## config.mk

```make
export PLATFORM = sky130hd
export DESIGN_NAME = ps2_host_tx
export DESIGN_NICKNAME = d
export VERILOG_FILES = /design/src/rtl/ps2_host_tx.sv
export SDC_FILE = /design/constraint.sdc
export NUM_CORES = 1
export LEC_CHECK = 0
export ABC_AREA = 1
export BUFFER_PORTS_ARGS = -buffer_cell sky130_fd_sc_hd__buf_2
export CORE_UTILIZATION = 35
export CTS_CLUSTER_SIZE = 30
export DETAILED_ROUTE_END_ITERATION = 10
export RECOVER_POWER = 50
export SLEW_MARGIN = 20
export SYNTH_ARGS = -nofsm -noshare
export SYNTH_HDL_FRONTEND = slang
export SYNTH_SLANG_ARGS = --single-unit
```

## constraint.sdc

```tcl
create_clock -name clk -period 1.5 [get_ports clk]
set_input_delay 0 -clock clk [delete_from_list [all_inputs] [get_ports clk]]
set_output_delay 0 -clock clk [all_outputs]
set_load 0.005 [all_outputs]
```

## src/rtl/ps2_host_tx.sv

```systemverilog
// PS/2 host-to-device transmitter: inhibits the bus, issues a request-to-send,
// then shifts one command byte out on device clock falling edges and collects the ack.
module ps2_host_tx #(
  parameter int INHIBIT_CYCLES = 5000,
  parameter int TIMEOUT_CYCLES = 750000,
  parameter int TIMER_W        = 20
) (
  input  logic       clk,
  input  logic       rst,
  input  logic       start,
  input  logic [7:0] din,
  input  logic       ps2_clk_in,
  input  logic       ps2_data_in,
  output logic       ps2_clk_oe,
  output logic       ps2_data_oe,
  output logic       busy,
  output logic       done,
  output logic       ack_ok,
  output logic       timeout
);

  localparam logic [TIMER_W-1:0] INHIBIT_LAST = TIMER_W'(INHIBIT_CYCLES - 1);
  localparam logic [TIMER_W-1:0] TIMEOUT_LAST = TIMER_W'(TIMEOUT_CYCLES - 1);
  localparam logic [TIMER_W-1:0] TIMER_ONE    = TIMER_W'(1);

  typedef enum logic [2:0] {
    S_IDLE,
    S_INHIBIT,
    S_REQ,
    S_SEND,
    S_ACK,
    S_WAITIDLE
  } state_t;

  state_t             state_q, state_d;
  logic [2:0]         clk_sync_q, clk_sync_d;
  logic [1:0]         data_sync_q, data_sync_d;
  logic [9:0]         shift_q, shift_d;
  logic [3:0]         bit_cnt_q, bit_cnt_d;
  logic [TIMER_W-1:0] timer_q, timer_d;
  logic               clk_oe_q, clk_oe_d;
  logic               data_oe_q, data_oe_d;
  logic               busy_q, busy_d;
  logic               done_q, done_d;
  logic               ack_ok_q, ack_ok_d;
  logic               timeout_q, timeout_d;

  logic sclk, sdata, fall, expired;

  // Stage [0] is the metastability catcher; [2] is the previous sclk for edge detection.
  assign clk_sync_d  = {clk_sync_q[1:0], ps2_clk_in};
  assign data_sync_d = {data_sync_q[0], ps2_data_in};
  assign sclk        = clk_sync_q[1];
  assign sdata       = data_sync_q[1];
  assign fall        = clk_sync_q[2] & ~clk_sync_q[1];
  assign expired     = (timer_q == TIMEOUT_LAST);

  always_ff @(posedge clk) begin
    if (rst) begin
      state_q     <= S_IDLE;
      clk_sync_q  <= 3'b111;
      data_sync_q <= 2'b11;
      shift_q     <= '1;
      bit_cnt_q   <= '0;
      timer_q     <= '0;
      clk_oe_q    <= 1'b0;
      data_oe_q   <= 1'b0;
      busy_q      <= 1'b0;
      done_q      <= 1'b0;
      ack_ok_q    <= 1'b0;
      timeout_q   <= 1'b0;
    end else begin
      state_q     <= state_d;
      clk_sync_q  <= clk_sync_d;
      data_sync_q <= data_sync_d;
      shift_q     <= shift_d;
      bit_cnt_q   <= bit_cnt_d;
      timer_q     <= timer_d;
      clk_oe_q    <= clk_oe_d;
      data_oe_q   <= data_oe_d;
      busy_q      <= busy_d;
      done_q      <= done_d;
      ack_ok_q    <= ack_ok_d;
      timeout_q   <= timeout_d;
    end
  end

  always_comb begin
    state_d   = state_q;
    shift_d   = shift_q;
    bit_cnt_d = bit_cnt_q;
    timer_d   = timer_q;
    clk_oe_d  = clk_oe_q;
    data_oe_d = data_oe_q;
    busy_d    = busy_q;
    done_d    = 1'b0;
    ack_ok_d  = ack_ok_q;
    timeout_d = 1'b0;

    case (state_q)
      S_IDLE: begin
        clk_oe_d  = 1'b0;
        data_oe_d = 1'b0;
        busy_d    = 1'b0;
        if (start) begin
          shift_d   = {1'b1, ~^din, din};
          bit_cnt_d = '0;
          timer_d   = '0;
          busy_d    = 1'b1;
          ack_ok_d  = 1'b0;
          clk_oe_d  = 1'b1;
          state_d   = S_INHIBIT;
        end
      end

      S_INHIBIT: begin
        timer_d = timer_q + TIMER_ONE;
        if (timer_q == INHIBIT_LAST) begin
          data_oe_d = 1'b1;
          state_d   = S_REQ;
        end
      end

      S_REQ: begin
        clk_oe_d = 1'b0;
        timer_d  = '0;
        state_d  = S_SEND;
      end

      S_SEND: begin
        if (fall) begin
          data_oe_d = ~shift_q[0];
          shift_d   = {1'b1, shift_q[9:1]};
          bit_cnt_d = bit_cnt_q + 4'd1;
          timer_d   = '0;
          if (bit_cnt_q == 4'd9) begin
            state_d = S_ACK;
          end
        end else begin
          timer_d = timer_q + TIMER_ONE;
        end
      end

      S_ACK: begin
        if (fall) begin
          ack_ok_d = ~sdata;
          timer_d  = '0;
          state_d  = S_WAITIDLE;
        end else begin
          timer_d = timer_q + TIMER_ONE;
        end
      end

      S_WAITIDLE: begin
        if (sclk && sdata) begin
          done_d  = 1'b1;
          busy_d  = 1'b0;
          state_d = S_IDLE;
        end else begin
          timer_d = timer_q + TIMER_ONE;
        end
      end

      default: state_d = S_IDLE;
    endcase

    // A device edge in the expiring cycle still counts; otherwise abandon the frame.
    if ((state_q == S_SEND || state_q == S_ACK || state_q == S_WAITIDLE) &&
        expired && !fall && !(state_q == S_WAITIDLE && sclk && sdata)) begin
      clk_oe_d  = 1'b0;
      data_oe_d = 1'b0;
      busy_d    = 1'b0;
      ack_ok_d  = 1'b0;
      timeout_d = 1'b1;
      timer_d   = '0;
      state_d   = S_IDLE;
    end
  end

  assign ps2_clk_oe  = clk_oe_q;
  assign ps2_data_oe = data_oe_q;
  assign busy        = busy_q;
  assign done        = done_q;
  assign ack_ok      = ack_ok_q;
  assign timeout     = timeout_q;

endmodule

```

Word level (Yosys, flattened, before mapping) --
Index checks and enable logic that the tools add are counted.
Cells by class: $add $sub $neg 2, eq/ne operators 15, muxes and demuxes 29, bitwise gates (word level) 5, reduce and logical (&&, ||, !) cells 27
Operators with widths (count):
- $pmux 20 s5 | 1
- $mux 20 | 3
- $add 20x1->20 const B | 1
- $eq 20x13->1 const B | 1
- $eq 20x20->1 const B | 1
- $mux 10 | 2
- $pmux 10 s2 | 1
- $mux 3 | 6
- $pmux 3 s6 | 1
- $ne 2x2->1 const B | 7
- $reduce_and 3->1 | 4
- $mux 1 | 8
- $mux 4 | 2
- $pmux 4 s2 | 1
- $reduce_bool 2->1 | 4
- $reduce_xnor 8->1 | 1
- $eq 3x2->1 const B | 2
- $eq 3x3->1 const B | 2
- $logic_and 1x1->1 | 6
- $pmux 1 s2 | 3
- $reduce_and 6->1 | 1
- $reduce_or 2->1 | 3
- $reduce_bool 5->1 | 1
- $add 4x1->4 const B | 1
- other kinds (10) | 15
Word-level totals: flip-flop bits (word level) 48

Logic depth before layout (Yosys ltp) --
Gate-level depths: netlist of run 1.
depth after elaboration 7, gate-level depth with buffers 11

Worst setup path after synthesis of run 1 --
No wires, ideal clock.
kind register -> register, start reg timer_q[0], end reg timer_q[10], arrival time 1.364 ns, path slack 0.017 ns, cell stages (with the launch flop) 10, path buffers 1, path through dfxtp_1 ha_1 inv_1 nor2_1 nand3_1 nor2_1 nand3_2 nand3_4 buf_6 nor2_4
On the way: word-level cells in the longest chain between the ends 5, elaborated cells on any way between the ends 9, those cells by class add/sub (1); eq/ne (1); mux (3); reduce/logical (4)
RTL lines:
- start, declared | RTL line 40 | logic [TIMER_W-1:0] timer_q, timer_d;
- start signal, assigned | RTL line 78 | timer_q <= timer_d;
- parallel branches: the longest is 5 deep, another holds $add 20x1->20
Several ways; the timed one is not identified. The select of a mux whose other input is x is not followed. A chain may end at the register's enable or synchronous reset.

Worst setup path in the final report of run 1 --
start reg timer_q[0], end reg state_q[2]
On the way: word-level cells in the longest chain between the ends 5, elaborated cells on any way between the ends 8, those cells by class eq/ne (3); reduce/logical (5)
RTL lines:
- parallel branches: the longest is 5 deep, another holds $eq 20x13->1
- end signal, assigned | RTL line 73 | state_q <= state_d;
- end, declared | RTL line 35 | state_t state_q, state_d;
Several ways; the timed one is not identified.

==> results of run 1 <==
[repair_timing]
| action | in CTS | in global routing |
|---|---|---|
| setup buffers | 0 | 1 |
| pin swaps | 0 | 9 |
| endpoints found under the setup margin | 38 | 38 |
| hold endpoints to repair | 9 | 0 |
| resized for setup | 5 | 42 |
| hold buffers | 8 | 0 |
[Yosys cell counts (all sizes together) (2+ instances only)]
cell type | count | area [um2]
nand2 | 91 | 351.6
nor2 | 70 | 332.8
dfxtp | 47 | 940.9
inv | 42 | 157.6
nand3 | 31 | 197.7
o211ai | 17 | 127.6
a21oi | 14 | 73.82
nor3 | 11 | 65.06
buf | 9 | 77.57
o21ai | 9 | 45.04
xor2 | 9 | 78.83
nand4 | 6 | 37.54
or2 | 6 | 37.54
xnor2 | 6 | 52.55
ha | 4 | 50.05
nand3b | 2 | 15.01
[cell type report]
type / count / area [um2] / area share
clock buffers: 6 / 72.57 / 0.02098
clock inverters: 2 / 12.51 / 0.003617
inverters: 42 / 160.2 / 0.04629
multi-input cells: 279 / 1614 / 0.4665
flip-flops and latches: 47 / 960.9 / 0.2778
well taps: 99 / 123.9 / 0.03580
repair buffers: 68 / 515.5 / 0.1490
[layer usage]
metal / GRT usage / part of all wire
met1: 0.1998 / 0.48
met2: 0.2838 / 0.49
met3: 0.03047 / 0.023
met4: 0.05339 / 0.010
met5: 0 / 0
[flip-flops by register name, indices dropped and copies added (netlist names)]
register / count
ack_ok: 1
bit_cnt_q: 4
busy: 1
clk_sync_q: 3
data_sync_q: 2
done: 1
ps2_clk_oe: 1
ps2_data_oe: 1
shift_q: 9
state_q: 3
timeout: 1
timer_q: 20
[metrics by stage]
stage	hold slack [ns]	setup TNS, ns	worst slack [ns]	power [mW]	instance area (um2)
4_1_cts	0.0003367	0	0.01276	4.534	3321
3_3_place_gp	0.1850	-0.7387	-0.06346	3.700	3147
6_report	0.01409	0	0.08004	4.608	3460
3_5_place_dp	0.1896	-0.8767	-0.08667	3.719	3147
5_1_grt	0.03534	-0.07000	-0.01671	4.955	3460
2_1_floorplan	0.07238	0	0.01728	3.023	2669
[cell families after synthesis]
logic type,after synthesis
AOI/OAI and AO/OA,42
xor gates and xnor gates,15
adders and majority gates,4
buffers and inverters,52
DFF,47
and+or+nand+nor,218
[worst reg2reg max path: stages (launching register included)]
cell and delay (ns):
dfxtp_2 0.35, buf_4 0.14, ha_4 0.15, nand3_1 0.10
nor2_1 0.12, nand3_2 0.11, nand2_2 0.12, nand2_1 0.06
inv_1 0.08, nor2_1 0.04, nor2_1 0.08
[placed cells by master, fill, tap and decap left out, drive strengths merged, types with 11 or more instances in the layout]
cell and instances:
buf 54, nor3 11, dfxtp 47, nor2 70, nand3 31, o211ai 17, nand2 91, a21oi 14
clkbuf 12, inv 42
[path summary, 6_finish.rpt]
path	from	to	slack, ns	cells after the start
worst min register to register	data_sync_q[0]	data_sync_q[1]	0.42	1
worst max register to register	timer_q[0]	state_q[2]	0.08	10
worst max-delay path	timer_q[0]	state_q[2]	0.08	10
worst min-delay path	din[0]	shift_q[0]	0.01	3
[power by group through the flow]
stage	Clock [mW]	Sequential, mW	Combinational (mW)
3_3_place_gp	0	1.61	2.09
5_1_grt	0.853	1.67	2.43
4_1_cts	0.805	1.61	2.12
2_1_floorplan	0	1.57	1.46
3_5_place_dp	0	1.63	2.09
6_report	0.762	1.64	2.20
==> flow_summary.ini, run 1 <==
[run_status]
status = finished, final reports clean

[floorplan]
rows = 31
start_util = 0.3641
num_io_pins = 19
die_w_um = 89.32
dieArea_um2 = 7978
core_region_area_um2 = 7331
dieHeight_um = 89.32

[finish]
n_fill_cell = 715
nets = 460
layout-area-overhead-vs-synth_pct = 29.63
drive_gt1_frac = 0.3063
antenna_cells = 0
finalNonFillerCells = 543
post-route-util = 0.4719

[logic_synthesis]
syn_inst = 378
yosysUniqueCellTypes = 33
synth_edf_count = 0
seq_area_frac_synth = 0.3526
synth_top_family_by_area = simple AND/OR/NAND/NOR gates
async_flop_share = 0
synthSimpleGateAreaFrac = 0.3910
postSynthNetCount = 395
synth.avg_cell_area_um2 = 7.060
synth_xor_area_frac = 0.04923
synth_seq_cells = 47
synthAdderAreaFrac = 0.01875
synthMuxAreaShare = 0
ys.flop_type = dfxtp_1
synthesis.area_um2 = 2669
ys.warnings.count = 0
synth_compound_area_frac = 0.09892

[place]
place.gp.congestion = 0.9054
placement.io_buffers = 18
place_hpwl_um = 4677
dp_cells = 526

[detailed_routing]
ant_nets = 0
post-route-drc-count = 0
drtPass1Iterations = 4
vias = 2536
wl_um = 6307
avgRoutedWirePerCell_um = 11.62
via_per_inst = 4.670
drt_iter0_drc = 103

[pwr]
clkPwrFrac = 0.165
p_sw_mw = 1.832
peakVddDrop_uv = 825.1
power_leakage_nw = 1.397
comb_power_share = 0.478
swShare = 0.3975
internal_power_mw = 2.777
seqPwrFrac = 0.357
power_density_nw_per_um2 = 1332

[clock_network]
clkSlewWorstSetupHoldPaths_ns = 0.09
cts_tree = yes
cts.sinks = 47
insertion_delay_ns = 0.31
clockBufferDepth = 2
root_buffer = clkbuf_8
cts_buffers = 5
htreeDepth = 2

[setup_path]
cp_data_required_time_ns = 1.74
slowest_delay_ns = 0.35
critPathLaunchType = flop
cp_common_cell = nor2_1
crit_arrival_ns = 1.66
path_class = flop to flop
endpoint_kind = flop
crit_slowest_cell = dfxtp_2
cp_top_family = simple AND/OR/NAND/NOR gates
crit_chain = buf_4 > ha_4 > nand3_1 > nor2_1 > nand3_2 > nand2_2 > nand2_1 > inv_1 > nor2_1 > nor2_1
cp_max_fo = 4
crit_buf_inv = 2

[job]
max-cap-violations = 0

[timing]
slew_headroom = 0.8174
drv_slew = 0
fmax_mhz = 704.2
post-route-period-util = 0.9466
setup_viol = 0
hold_violations = 0
skew_ns = 0.009537
rsz0062_at_grt = true
min_period_ns = 1.420
tightestPinTransition_ns = 0.2719

[global_routing]
grt_pass1_wl_um = 9853
antenna_found_initial = 0
grt_max_degree = 20
globalRouteOverflowTotal = 0
grt_pass1_vias = 2246
track_usage = 0.1621

[min_path]
hp-class = input port to flop
Note: power is estimated with default switching activity, not from simulation.
==> inputs of run 2 (changes only) <==
CELL_PAD_IN_SITES_DETAIL_PLACEMENT = 1   (was unset)
CELL_PAD_IN_SITES_GLOBAL_PLACEMENT = 2   (was unset)
CORE_UTILIZATION = 31   (was 35)
PLACE_DENSITY_LB_ADDON = 0.1   (was unset)
==> run 2 against run 1 <==
  * The run now ends with negative setup slack left
  * Worst setup slack got worse by 0.11 ns
  * Worst hold slack worse by 0.0061 ns
  * Flip-flop and latch count unchanged
  * Sequential share of layout area decreased by 2.7 points
  * Global-route usage is 1.7 points higher
  * Non-clock buffer count increased by 29
  * Power up 23%
  * Fmax down 7.2%
  * Count of clock-buffer cells in the layout rose by 2
  * Critical path type unchanged
  * Critical endpoint is now timer_q[18]
  * Largest cell class unchanged
==> flow_summary.ini, run 2 (synthesis results as in run 1) <==
[finish]
layout-area-overhead-vs-synth_pct = 45.10
post-route-util = 0.4689
final_cell_mix = 75 x nand2_1, 64 x buf_4, 37 x nor2_1
largest-register = timer_q
antenna_cells = 0
finalNonFillerCells = 578
top_regs = timer_q (20), shift_q (9), bit_cnt_q (4)
nets = 489
largest_reg_flops = 20
finish.instance_area_um2 = 3872
mostFrequentLayoutCell = nand2_1
drive_gt1_frac = 0.4101

[setup_path]
crit_slowest_cell = dfxtp_4
cp_data_required_time_ns = 1.70
crit_chain = clkinvlp_4 > buf_6 > nand3_4 > nor2_4 > nor2_4 > nand3_4 > nand3_4 > clkbuf_16 > nor2_2
slowest_delay_ns = 0.40
critPathLaunchType = flop
reg2reg_to = timer_q[18]
endpoint = timer_q[18]
cp-startpoint = state_q[2]
crit_arrival_ns = 1.73
cp_max_fo = 6
reg2reg_from = state_q[2]
reg2reg_slack_ns = -0.03
cp_common_cell = nand3_4
ff2ff_path_depth = 9
crit_buf_inv = 3
endpoint_kind = flop
path_class = flop to flop
cp_top_family = simple AND/OR/NAND/NOR gates
crit_cells = 9

[global_routing]
globalRouteOverflowTotal = 0
grt_pass1_vias = 2623
antenna_found_initial = 0
track_usage = 0.1792
grt_max_degree = 14
grt_pass1_wl_um = 12440

[clock_network]
clkSlewWorstSetupHoldPaths_ns = 0.09
cts_buffers = 5
clockBufferDepth = 2
cts_tree = yes
cts.sinks = 47
htreeDepth = 2
insertion_delay_ns = 0.30
root_buffer = clkbuf_8

[place]
dp_cells = 549
pre_cts_slack_ns = -0.09719
placement.io_buffers = 18
placed_area_um2 = 3294
place_hpwl_um = 5848
place.gp.congestion = 0.7946

[pwr]
clkPwrFrac = 0.152
power_leakage_nw = 1.604
swShare = 0.3918
internal_power_mw = 3.448
p_sw_mw = 2.222
power_density_nw_per_um2 = 1464
report.power.total_mw = 5.669
comb_power_share = 0.555
seqPwrFrac = 0.293
peakVddDrop_uv = 478.3

[detailed_routing]
via_per_inst = 4.711
drtPass1Iterations = 4
ant_nets = 0
avgRoutedWirePerCell_um = 13.52
post-route-drc-count = 0
vias = 2723
drt_iter0_drc = 65
wl_um = 7814

[timing]
post-route-period-util = 1.020
final.setup.worst_slack_ns = -0.02967
drv_slew = 0
skew_ns = 0.007076
min_period_ns = 1.530
slew_headroom = 0.7844
setup_viol = 16
fmax_mhz = 653.7
timing.hold.ws_ns = 0.007995
tightestPinTransition_ns = 0.3220
hold_violations = 0
tns_ns = -0.2029
rsz0062_at_grt = true

[floorplan]
dieHeight_um = 94.79
start_util = 0.3232
rows = 33
dieArea_um2 = 8984
num_io_pins = 19
die_w_um = 94.79
core_region_area_um2 = 8258

[min_path]
hp-class = input port to flop

[job]
max-cap-violations = 0

[run_status]
status = complete, but fails checks
failed_checks = negative setup slack
## run 2: cell types whose count changed in the layout (fill, tap and decap cells not counted), sizes merged
cell and change:
buf +35, dlygate4sd3 -4, clkinv -1, inv -1
## run 2: power groups by stage
stage          clock [mW]  combinational [mW]  sequential, mW
6_report            0.859                3.15            1.66
5_1_grt             0.945                3.45            1.69
4_1_cts             0.903                2.55            1.61
3_5_place_dp            0                2.43            1.61
3_3_place_gp            0                2.41            1.60
2_1_floorplan           0                1.46            1.57
## run 2: timing repair
item | CTS | global route
gates cloned | 0 | 1
setup buffers | 2 | 15
pin swaps | 7 | 27
hold buffers | 4 | 0
endpoints found under the hold margin | 5 | 0
gates resized for setup | 20 | 74
endpoints found under the setup margin | 32 | 38
## run 2: worst min-delay path: cells and delay by family
kind,cells,cell delay (ns)
buffers and inverters,1,0.10
AOI/OAI and AO/OA,2,0.17
## run 2: layout make-up
type | count | area (um2)
Clock buffer | 8 | 100.1
Fill cell | 1026 | 4385
Inverter | 42 | 166.4
Multi-Input combinational cell | 279 | 1733
Sequential cell | 47 | 970.9
Tap cell | 105 | 131.4
Timing Repair Buffer | 97 | 770.7
## run 2: worst min-delay path by stage
stage	startpoint	endpoint	slack [ns]	depth (start not counted)
after CTS	din[7]	shift_q[7]	0.002	3
after detailed placement	ps2_data_in	data_sync_q[0]	0.19	2
after floorplan	rst	done	0.07	1
final	din[7]	shift_q[7]	0.008	3
after global routing	din[6]	shift_q[6]	0.01	3
after global placement	ps2_data_in	data_sync_q[0]	0.18	2
## run 2: per-layer routing
metal / up-vias / track usage / wire length, um
li1: 1404 / - / -
met1: 1287 / 0.2521 / 4028
met2: 27 / 0.2860 / 3532
met3: 5 / 0.02738 / 196
met4: 0 / 0.04040 / 57
met5: - / 0 / 0
==> inputs of run 3 (changes only) <==
CORE_MARGIN = 1   (was unset)
PLACE_DENSITY = 0.85   (was unset)
PLACE_DENSITY_LB_ADDON = unset   (was 0.1)
==> run 3 against run 2 <==
  * Clock power up 1%
  * Non-clock buffer count down 33
  * Highest routed layer unchanged
  * Largest cell class unchanged
  * First-iteration DRC count down 49%
  * The run ends with negative hold slack left
  * Register-to-register slack better by 0.05 ns
  * Global-route usage up 0.42 points
  * Power down 11%
  * Core utilization down 3.8 points
==> flow_summary.ini, run 3 (synthesis results as in run 1) <==
[run_status]
status = complete, but fails checks
failed_checks = negative hold slack

[detailed_routing]
drt_iter0_drc = 33
drtPass1Iterations = 4
post-route-drc-count = 0
ant_nets = 0
vias = 2607
avgRoutedWirePerCell_um = 14.06
wl_um = 7662
via_per_inst = 4.783

[setup_path]
cp-startpoint = state_q[0]
critPathLaunchType = flop
ff2ff_path_depth = 8
cp_max_fo = 10
endpoint_kind = flop
crit_slowest_cell = dfxtp_2
crit_chain = buf_12 > nor2_4 > nand3_2 > buf_4 > nand3_2 > nor2_2 > xnor2_2 > nor2_4
crit_arrival_ns = 1.68
crit_buf_inv = 2
path_class = flop to flop
cp_data_required_time_ns = 1.70
cp_top_family = simple AND/OR/NAND/NOR gates
crit_cells = 8
endpoint = timer_q[6]
reg2reg_slack_ns = 0.02
reg2reg_to = timer_q[6]
slowest_delay_ns = 0.34
reg2reg_from = state_q[0]

[finish]
largest-register = timer_q
mostFrequentLayoutCell = nand2_1
layout-area-overhead-vs-synth_pct = 33.24
largest_reg_flops = 20
nets = 456
final_cell_mix = 80 x nand2_1, 40 x nor2_1, 37 x inv_1
drive_gt1_frac = 0.3409
top_regs = timer_q (20), shift_q (9), bit_cnt_q (4)
antenna_cells = 0

[pwr]
power_leakage_nw = 1.426
report.power.total_mw = 5.040
peakVddDrop_uv = 817.6
power_density_nw_per_um2 = 1417

[global_routing]
antenna_found_initial = 0
globalRouteOverflowTotal = 0
grt_pass1_wl_um = 12660
grt_max_degree = 22
track_usage = 0.1834
grt_pass1_vias = 2732

[floorplan]
dieHeight_um = 94.79
rows = 33
core_region_area_um2 = 8258
dieArea_um2 = 8984
die_w_um = 94.79
num_io_pins = 19
start_util = 0.3232

[timing]
min_period_ns = 1.480
timing.hold.ws_ns = -0.003116
fmax_mhz = 675.7
rsz0062_at_grt = true
drv_slew = 0
skew_ns = 0.008660
post-route-period-util = 0.9867
final.setup.worst_slack_ns = 0.01998
setup_viol = 0
tightestPinTransition_ns = 0.4397
hold_violations = 1
slew_headroom = 0.7069

[place]
place.gp.congestion = 0.8161
placement.io_buffers = 18
place_hpwl_um = 5707
pre_cts_slack_ns = -0.09272

[clock_network]
root_buffer = clkbuf_8
cts_tree = yes
cts.sinks = 47
clkSlewWorstSetupHoldPaths_ns = 0.09
htreeDepth = 2
insertion_delay_ns = 0.31
clockBufferDepth = 2
cts_buffers = 5

[min_path]
hp-class = input port to flop

[job]
max-cap-violations = 0
## run 3: per-layer routing
| metal | up-vias | GRT usage | wire [um] |
|---|---|---|---|
| met2 | 25 | 0.3261 | 3844 |
| met3 | 13 | 0.03865 | 155 |
| met4 | 0 | 0.05682 | 139 |
| li1 | 1336 | - | - |
| met1 | 1233 | 0.2188 | 3523 |
| met5 | - | 0 | 0 |
## run 3: worst register-to-register path: cells and delay by family, from the launching register on
family | cells | cell delay (ns)
buf+inv | 2 | 0.31
xor+xnor | 1 | 0.21
simple gates | 5 | 0.51
flops | 1 | 0.34
## run 3: per-stage QoR
step	instances	utilization	TNS [ns]	cell area (um2)	hold WS, ns
after floorplan	378	-	0	2669	0.07238
after global placement	530	0.3847	-0.1986	3177	0.1866
after detailed placement	530	0.3847	-0.8129	3177	0.1879
after CTS	543	0.4103	0	3388	0.001149
after global routing	545	0.4306	-0.9750	3556	0.008319
final	545	0.4306	0	3556	-0.003116
## run 3: what timing repair did
item,CTS,global route
resized for setup,20,48
hold buffers,3,0
hold endpoints to repair,4,0
endpoints found under the setup margin,38,39
buffers inserted,2,3
pin swaps,2,8
## run 3: worst min-delay path by stage
stage | from | endpoint | slack [ns] | cells after the start
2_1_floorplan | rst | done | 0.07 | 1
3_3_place_gp | ps2_clk_in | clk_sync_q[0] | 0.19 | 2
3_5_place_dp | ps2_clk_in | clk_sync_q[0] | 0.19 | 2
4_1_cts | din[5] | shift_q[5] | 0.001 | 3
5_1_grt | din[5] | shift_q[5] | 0.008 | 3
6_report | din[5] | shift_q[5] | -0.003 | 3
## run 3: cell type report
type	instances	area (um2)
Clock buffer	7	96.34
Sequential cell	47	965.9
Multi-Input combinational cell	279	1684
Timing Repair Buffer	64	510.5
Inverter	42	160.2
Clock inverter	1	7.507
Fill cell	1052	4702
Tap cell	105	131.4
## run 3: where the power goes
group / leakage [nW] / internal, mW / total, mW / switching (mW)
Clock: 0.0505 / 0.420 / 0.868 / 0.448
Combinational: 0.985 / 1.14 / 2.55 / 1.41
Sequential: 0.390 / 1.46 / 1.62 / 0.162
Total: 1.43 / 3.02 / 5.04 / 2.02
